==> src/rtl/crc_code_controller_param_if.sv <==
// Bus between the CRC sequencing controller and the host/datapath.
//   write, read, crc_zero : requests from the host and syndrome status from the datapath
//   load_en, shift_en,
//   shift_cnt             : CRC register load/shift strobes and current shift index
//   write_mem_en          : store the data word plus CRC
//   read_valid, crc_error : result of a check, crc_error qualified by read_valid
//   busy, overrun         : controller active; a request was dropped
// The controller connects through the slave modport and the host through the master modport.
interface crc_code_controller_param_if #(
  parameter int CW = 5
);
  logic          write;
  logic          read;
  logic          crc_zero;
  logic          load_en;
  logic          shift_en;
  logic [CW-1:0] shift_cnt;
  logic          write_mem_en;
  logic          read_valid;
  logic          crc_error;
  logic          busy;
  logic          overrun;

  modport master (
    output write, read, crc_zero,
    input  load_en, shift_en, shift_cnt, write_mem_en, read_valid, crc_error, busy, overrun
  );

  modport slave (
    input  write, read, crc_zero,
    output load_en, shift_en, shift_cnt, write_mem_en, read_valid, crc_error, busy, overrun
  );
endinterface

==> src/rtl/crc_code_controller_param.sv <==
// Sequencer for a bit-serial / multi-bit CRC datapath. It loads a word, shifts it
// N = DATA_WIDTH/BITS_PER_CYCLE times, then either writes word+CRC to memory (encode)
// or reports the syndrome check (decode). One request can wait in a pending slot
// while the controller is busy; any further request is dropped and flagged by overrun.
// Ports:
//   clk  : clock, rising edge
//   rst  : asynchronous active-low reset
//   bus  : slave side of crc_code_controller_param_if (width of shift_cnt must be CW)
//
// state   | meaning
// S_IDLE  | waiting for a write/read request edge
// S_LOAD  | one cycle of load_en
// S_SHIFT | N cycles of shift_en, shift_cnt counts 0..N-1
// S_WMEM  | one cycle of write_mem_en (encode finished)
// S_CHECK | one cycle of read_valid, crc_error = ~crc_zero (decode finished)
module crc_code_controller_param #(
  parameter int DATA_WIDTH     = 32,
  parameter int BITS_PER_CYCLE = 1
) (
  input logic                         clk,
  input logic                         rst,
  crc_code_controller_param_if.slave  bus
);

  localparam int BPC_SAFE = (BITS_PER_CYCLE < 1) ? 1 : BITS_PER_CYCLE;
  localparam int N        = DATA_WIDTH / BPC_SAFE;
  localparam int CW       = (N > 1) ? $clog2(N) : 1;

  if (BITS_PER_CYCLE < 1 || (DATA_WIDTH % BPC_SAFE) != 0) begin : g_bad_params
    $error("crc_code_controller_param: DATA_WIDTH must be a multiple of BITS_PER_CYCLE >= 1");
  end

  typedef enum logic [2:0] {
    S_IDLE,
    S_LOAD,
    S_SHIFT,
    S_WMEM,
    S_CHECK
  } state_t;

  localparam logic OP_WR = 1'b0;
  localparam logic OP_RD = 1'b1;

  state_t        state_q, state_d;
  logic          op_q, op_d;
  logic          pend_v_q, pend_v_d;
  logic          pend_op_q, pend_op_d;
  logic [CW-1:0] cnt_q, cnt_d;
  logic          write_q, read_q;
  logic          wr_arm_q, rd_arm_q;
  logic          load_q, shift_q, wmem_q, rv_q, busy_q, ovr_q;
  logic          ovr_d;

  logic wr_req, rd_req, finishing, serve_new, slot_free;

  // A level that is already high when reset releases must first drop before
  // its rising edge can count, so each input is armed once it has been seen low.
  assign wr_req = bus.write & ~write_q & wr_arm_q;
  assign rd_req = bus.read  & ~read_q  & rd_arm_q;

  assign finishing = (state_q == S_WMEM) || (state_q == S_CHECK);
  // Finishing with nothing pending behaves like IDLE, so a fresh request
  // starts straight away without a bubble in busy.
  assign serve_new = (state_q == S_IDLE) || (finishing && !pend_v_q);
  // The slot is consumed on the last WMEM/CHECK cycle, so it is free for a
  // request arriving in that same cycle.
  assign slot_free = !pend_v_q || finishing;

  always_comb begin
    state_d   = state_q;
    op_d      = op_q;
    pend_v_d  = pend_v_q;
    pend_op_d = pend_op_q;
    ovr_d     = 1'b0;
    cnt_d     = '0;

    if (serve_new) begin
      if (wr_req) begin
        state_d = S_LOAD;
        op_d    = OP_WR;
        if (rd_req) begin
          pend_v_d  = 1'b1;
          pend_op_d = OP_RD;
        end
      end else if (rd_req) begin
        state_d = S_LOAD;
        op_d    = OP_RD;
      end else if (finishing) begin
        state_d = S_IDLE;
      end
    end else begin
      case (state_q)
        S_LOAD:  state_d = S_SHIFT;
        S_SHIFT: begin
          if (cnt_q == CW'(N - 1)) state_d = (op_q == OP_WR) ? S_WMEM : S_CHECK;
        end
        S_WMEM, S_CHECK: begin
          state_d  = S_LOAD;
          op_d     = pend_op_q;
          pend_v_d = 1'b0;
        end
        default: state_d = S_IDLE;
      endcase

      if (wr_req && rd_req) begin
        // Write takes the slot if it is free; both overflow cases share one pulse.
        if (slot_free) begin
          pend_v_d  = 1'b1;
          pend_op_d = OP_WR;
        end
        ovr_d = 1'b1;
      end else if (wr_req || rd_req) begin
        if (slot_free) begin
          pend_v_d  = 1'b1;
          pend_op_d = rd_req ? OP_RD : OP_WR;
        end else begin
          ovr_d = 1'b1;
        end
      end
    end

    if (state_d == S_SHIFT && state_q == S_SHIFT) cnt_d = cnt_q + CW'(1);
  end

  always_ff @(posedge clk or negedge rst) begin
    if (!rst) begin
      state_q   <= S_IDLE;
      op_q      <= OP_WR;
      pend_v_q  <= 1'b0;
      pend_op_q <= OP_WR;
      cnt_q     <= '0;
      write_q   <= 1'b0;
      read_q    <= 1'b0;
      wr_arm_q  <= 1'b0;
      rd_arm_q  <= 1'b0;
      load_q    <= 1'b0;
      shift_q   <= 1'b0;
      wmem_q    <= 1'b0;
      rv_q      <= 1'b0;
      busy_q    <= 1'b0;
      ovr_q     <= 1'b0;
    end else begin
      state_q   <= state_d;
      op_q      <= op_d;
      pend_v_q  <= pend_v_d;
      pend_op_q <= pend_op_d;
      cnt_q     <= cnt_d;
      write_q   <= bus.write;
      read_q    <= bus.read;
      wr_arm_q  <= wr_arm_q | ~bus.write;
      rd_arm_q  <= rd_arm_q | ~bus.read;
      load_q    <= (state_d == S_LOAD);
      shift_q   <= (state_d == S_SHIFT);
      wmem_q    <= (state_d == S_WMEM);
      rv_q      <= (state_d == S_CHECK);
      busy_q    <= (state_d != S_IDLE);
      ovr_q     <= ovr_d;
    end
  end

  assign bus.load_en      = load_q;
  assign bus.shift_en     = shift_q;
  assign bus.shift_cnt    = cnt_q;
  assign bus.write_mem_en = wmem_q;
  assign bus.read_valid   = rv_q;
  // crc_zero is looked at only during the CHECK cycle itself.
  assign bus.crc_error    = rv_q & ~bus.crc_zero;
  assign bus.busy         = busy_q;
  assign bus.overrun      = ovr_q;

endmodule

==> src/flat_wrapper.sv <==
// flat-port wrapper written by rule: the top's interface ports become plain ports
module crc_code_controller_param_flat 
#(
  parameter int DATA_WIDTH     = 32,
  parameter int BITS_PER_CYCLE = 1
)
  (clk, rst, bus_write, bus_read, bus_crc_zero, bus_load_en, bus_shift_en, bus_shift_cnt, bus_write_mem_en, bus_read_valid, bus_crc_error, bus_busy, bus_overrun);
  crc_code_controller_param_if #(.CW(5)) bus_i ();
  input logic clk;
  input logic rst;
  input wire logic [$bits(bus_i.write)-1:0] bus_write;
  input wire logic [$bits(bus_i.read)-1:0] bus_read;
  input wire logic [$bits(bus_i.crc_zero)-1:0] bus_crc_zero;
  output wire logic [$bits(bus_i.load_en)-1:0] bus_load_en;
  output wire logic [$bits(bus_i.shift_en)-1:0] bus_shift_en;
  output wire logic [$bits(bus_i.shift_cnt)-1:0] bus_shift_cnt;
  output wire logic [$bits(bus_i.write_mem_en)-1:0] bus_write_mem_en;
  output wire logic [$bits(bus_i.read_valid)-1:0] bus_read_valid;
  output wire logic [$bits(bus_i.crc_error)-1:0] bus_crc_error;
  output wire logic [$bits(bus_i.busy)-1:0] bus_busy;
  output wire logic [$bits(bus_i.overrun)-1:0] bus_overrun;
  assign bus_i.write = bus_write;
  assign bus_i.read = bus_read;
  assign bus_i.crc_zero = bus_crc_zero;
  assign bus_load_en = bus_i.load_en;
  assign bus_shift_en = bus_i.shift_en;
  assign bus_shift_cnt = bus_i.shift_cnt;
  assign bus_write_mem_en = bus_i.write_mem_en;
  assign bus_read_valid = bus_i.read_valid;
  assign bus_crc_error = bus_i.crc_error;
  assign bus_busy = bus_i.busy;
  assign bus_overrun = bus_i.overrun;
  crc_code_controller_param #(.DATA_WIDTH(DATA_WIDTH), .BITS_PER_CYCLE(BITS_PER_CYCLE)) u_core (.clk(clk), .rst(rst), .bus(bus_i));
endmodule
==> config.mk <==
export PLATFORM = sky130hd
export DESIGN_NAME = crc_code_controller_param_flat
export DESIGN_NICKNAME = d
export VERILOG_FILES = /design/src/rtl/crc_code_controller_param_if.sv /design/src/rtl/crc_code_controller_param.sv /design/src/flat_wrapper.sv
export SDC_FILE = /design/constraint.sdc
export NUM_CORES = 1
export LEC_CHECK = 0
export ABC_AREA = 1
export CAP_MARGIN = 0
export CORE_MARGIN = 2
export CORE_UTILIZATION = 35
export CTS_CLUSTER_DIAMETER = 120
export DETAILED_ROUTE_END_ITERATION = 8
export PLACE_DENSITY = 0.6
export SLEW_MARGIN = 20
export SYNTH_ARGS = -nofsm -noshare
export SYNTH_HDL_FRONTEND = slang
export SYNTH_SLANG_ARGS = --single-unit
==> constraint.sdc <==
create_clock -name clk -period 1.64 [get_ports clk]
set_clock_uncertainty 0.15 [all_clocks]
set_input_delay 0.328 -clock clk [delete_from_list [all_inputs] [get_ports clk]]
set_output_delay 0.328 -clock clk [all_outputs]
set_load 0.03 [all_outputs]
==> summary.md <==
| Metric | Value |
|---|---|
| Site Rows | 18 |
| Status | finished, final reports clean |
| CP Cell Sequence | ha_4 -> and3_4 -> ha_4 -> nand3_4 -> nand2_2 -> nand2_4 -> nand3_4 -> nor2_2 |
| Highest clock rate | 0.6148 GHz |
| WL per Instance | around 11 microns |
| Worst Setup Path Type | reg -> reg |
| Slew @ Worst Pin | just under 0.3 ns |
| CTS sink count | 21 |
| Yosys cell types | 20 |
| Grt ovf | 0 |
| PwrDens | about 1500 mW/mm^2 |
| Vias in the first global route | between 700 and 800 |
| Avg Inst Size Synth | approximately 9 sq um |
| Worst EP arrival | ~1.7 ns |
| Pre-antenna DRT Iters | 4 |
| First-pass GRT wire length | about 3100 microns |
| Slowest-stage cell, CP | dfrtp_2 |
| Layout cells sized above 1 | between 30 and 40% |
| Placed Instance Area | 0.001197 sq mm |
| Final min period | around 1.6 ns |
| Worst reg2reg setup slack | ~0.013 ns |
| RSZ-0062 raised after global routing | true |
| CP delay by family, top | simple AND/OR/NAND/NOR gates |
| Die area | slightly above 0.003 sq mm |
| Setup-failing EPs final | 0 |
| Post-synthesis cell count | 103 |
| ANT nets after route | 0 |
| Setup slack after layout | between 0.01 and 0.015 ns |
| Largest net degree at the start of global routing | 22 |
| DRC errors left | 0 |
| Die extent in x | 55.75 microns |
| Routed via count | approximately 750 |
| Post-Synthesis Cell Area | roughly 940 sq um |
| Synth warn | 0 |
| WL final | 1774 microns |
| Final number of hold-violating endpoints | 0 |
| Maxcap violations | 0 |
| Placed cells | 154 |
| Max-slew headroom at the worst pin | around four fifths |
| Core area | between 0.002 and 0.0025 sq mm |
| Setup TNS | 0 ns |
| Pre-CTS setup slack | -0.2030 ns |
| GR Util All Layers | about an eighth |
| Initial antenna violation count | 0 |
| Final Slew Violations | 0 |
| Reg clk slew, reported paths | between 0.1 and 0.15 ns |
| Nets | 141 |
| Design area | between 0.001 and 0.0015 sq mm |
| Root buffer cell | clkbuf_4 |
| Worst VDD drop | approximately 0.69 mV |
| Gpl congestion | 0.8258 |
| Port bufs | 16 |
| Critical path buffer and inverter count | 0 |
| Leak | between 0.6 and 0.7 nW |
| Fin crit share | 99.18% |
| Net count after synthesis | between 100 and 150 |
| Clock Latency Late Sink | ~0.3 ns |
| CTS tree | yes |
| Worst hold path type | in -> async |
| DP Wirelength | between 1000 and 1500 microns |
| Syn-to-layout area delta | 38.72% |
| Cell Count, Final, Fillers Out | ~160 |
| CP Data Required Time | around 1.7 ns |
| Starting Density | a little under two fifths |
| # diodes | 0 |
| I/O pin count | 17 |
| # H-tree levels | 1 |
| Die height | between 50 and 60 microns |
| CP Launch Type | flop |
| Register area share after synthesis | a little under three fifths |
| Worst-case clock buffer depth | 2 |
| Vias/cell | roughly 4.6 |
| Critical path capture point type | flop |
| Worst-path fanout max | 5 |
| DR iter-0 viols | 8 |
| #FFs+latches synth | 21 |
| Total CTS buffers | 3 |
| CP peak stage delay | around 0.46 ns |
==> layout make-up <==
type | instances | area [sq um]
Fill cell | 243 | 1200
Tap cell | 30 | 37.54
Sequential cell | 21 | 528.0
Multi-Input combinational cell | 67 | 437.9
Inverter | 15 | 56.30
Clock inverter | 1 | 5.005
Timing Repair Buffer | 26 | 212.7
Clock buffer | 3 | 22.52
==> power by group <==
| group | internal (W) | switching (W) | leakage (nW) |
|---|---|---|---|
| Sequential | 0.000640 | 0.0000861 | 0.257 |
| Combinational | 0.000373 | 0.000632 | 0.380 |
| Clock | 0.0000907 | 0.000157 | 0.0177 |
==> worst reg2reg max path: cells and delay by family, from the launching register on <==
kind	cells	cell delay (ns)
adders and majority gates	2	0.35
DFF	1	0.46
and+or+nand+nor	6	0.62
==> cells in the final DEF (no fill, tap or decap), types with 4 or more instances in the layout <==
master,n
nand2_1,23
dfrtp_1,19
inv_1,13
buf_4,11
nand3_1,9
nor2_1,9
dlygate4sd2_1,8
nor2_2,4
clkdlybuf4s50_1,4
==> worst paths after layout <==
path | from | to | cells after the start
setup / recovery | u_core.bus.shift_cnt[0]$_DFF_PN0_ | u_core.bus.shift_cnt[3]$_DFF_PN0_ | 8
hold / removal | rst | u_core.pend_v_q$_DFFE_PN0P_ | 2
setup reg to reg | u_core.bus.shift_cnt[0]$_DFF_PN0_ | u_core.bus.shift_cnt[3]$_DFF_PN0_ | 8
hold reg to reg | u_core.rd_arm_q$_DFF_PN0_ | u_core.rd_arm_q$_DFF_PN0_ | 1
max in group asynchronous | rst | u_core.bus.shift_cnt[1]$_DFF_PN0_ | 2
min in group clk | u_core.rd_arm_q$_DFF_PN0_ | u_core.rd_arm_q$_DFF_PN0_ | 1
==> registers in the layout, indices dropped and copies added (netlist names) <==
register and count:
u_core.rd_arm_q 1, u_core.bus.busy 1, u_core.bus.shift_en 1, u_core.state_q 3
u_core.bus.overrun 1, u_core.pend_v_q 1, u_core.read_q 1, u_core.bus.read_valid 1
u_core.pend_op_q 1, u_core.write_q 1, u_core.op_q 1, u_core.wr_arm_q 1
u_core.bus.shift_cnt 5, u_core.bus.write_mem_en 1, u_core.bus.load_en 1
==> cells by family (layout without fill, tap and decap cells) <==
| kind of cell | Yosys count | in the layout | synth area share (%) |
|---|---|---|---|
| and+or+nand+nor | 57 | 57 | 29.11 |
| DFF | 21 | 21 | 56.07 |
| buffers and inverters | 15 | 45 | 6.009 |
| AOI/OAI and AO/OA | 6 | 6 | 4.271 |
| adders and majority gates | 2 | 2 | 2.670 |
| xor gates and xnor gates | 2 | 2 | 1.870 |
==> metal layers <==
metal  part of all wire (%)  global-route usage [%]  vias up
met3                    5.1                   3.256        2
met5                      0                       0        -
met1                     43                   15.46      350
met2                     51                   21.26       17
met4                   0.73                   4.878        0
li1                       -                       -      385
==> metrics by stage <==
| step | utilization [%] | hold WS [ns] | power [W] |
|---|---|---|---|
| 6_report | 52.00 | 0.2039 | 0.001978 |
| 5_1_grt | 52.00 | 0.2240 | 0.002137 |
| 3_5_place_dp | 47.90 | 0.3060 | 0.001631 |
| 4_1_cts | 50.60 | 0.2068 | 0.001935 |
| 2_1_floorplan | - | -0.1176 | 0.001341 |
| 3_3_place_gp | 47.90 | 0.3039 | 0.001612 |
==> cell usage after synthesis, drive strengths merged <==
| library cell | n | area share (%) |
|---|---|---|
| a211oi | 1 | 0.80 |
| or2 | 2 | 1.3 |
| ha | 2 | 2.7 |
| nand2 | 27 | 13 |
| inv | 15 | 6.0 |
| a31oi | 1 | 1.3 |
| xor2 | 1 | 0.93 |
| and2 | 1 | 0.80 |
| xnor2 | 1 | 0.93 |
| dfrtp | 21 | 56 |
| o21ai | 3 | 1.6 |
| a21oi | 1 | 0.53 |
| nor2 | 14 | 6.1 |
| nand3 | 12 | 7.5 |
| and3 | 1 | 0.67 |
==> repair_timing <==
action | CTS | global route
resized for setup | 16 | 11
gates cloned | 0 | 0
setup endpoints to repair | 16 | 13
setup buffers | 3 | 2
pin swaps | 5 | 6
hold buffers | 0 | 0
(Power assumes the default switching activity.)
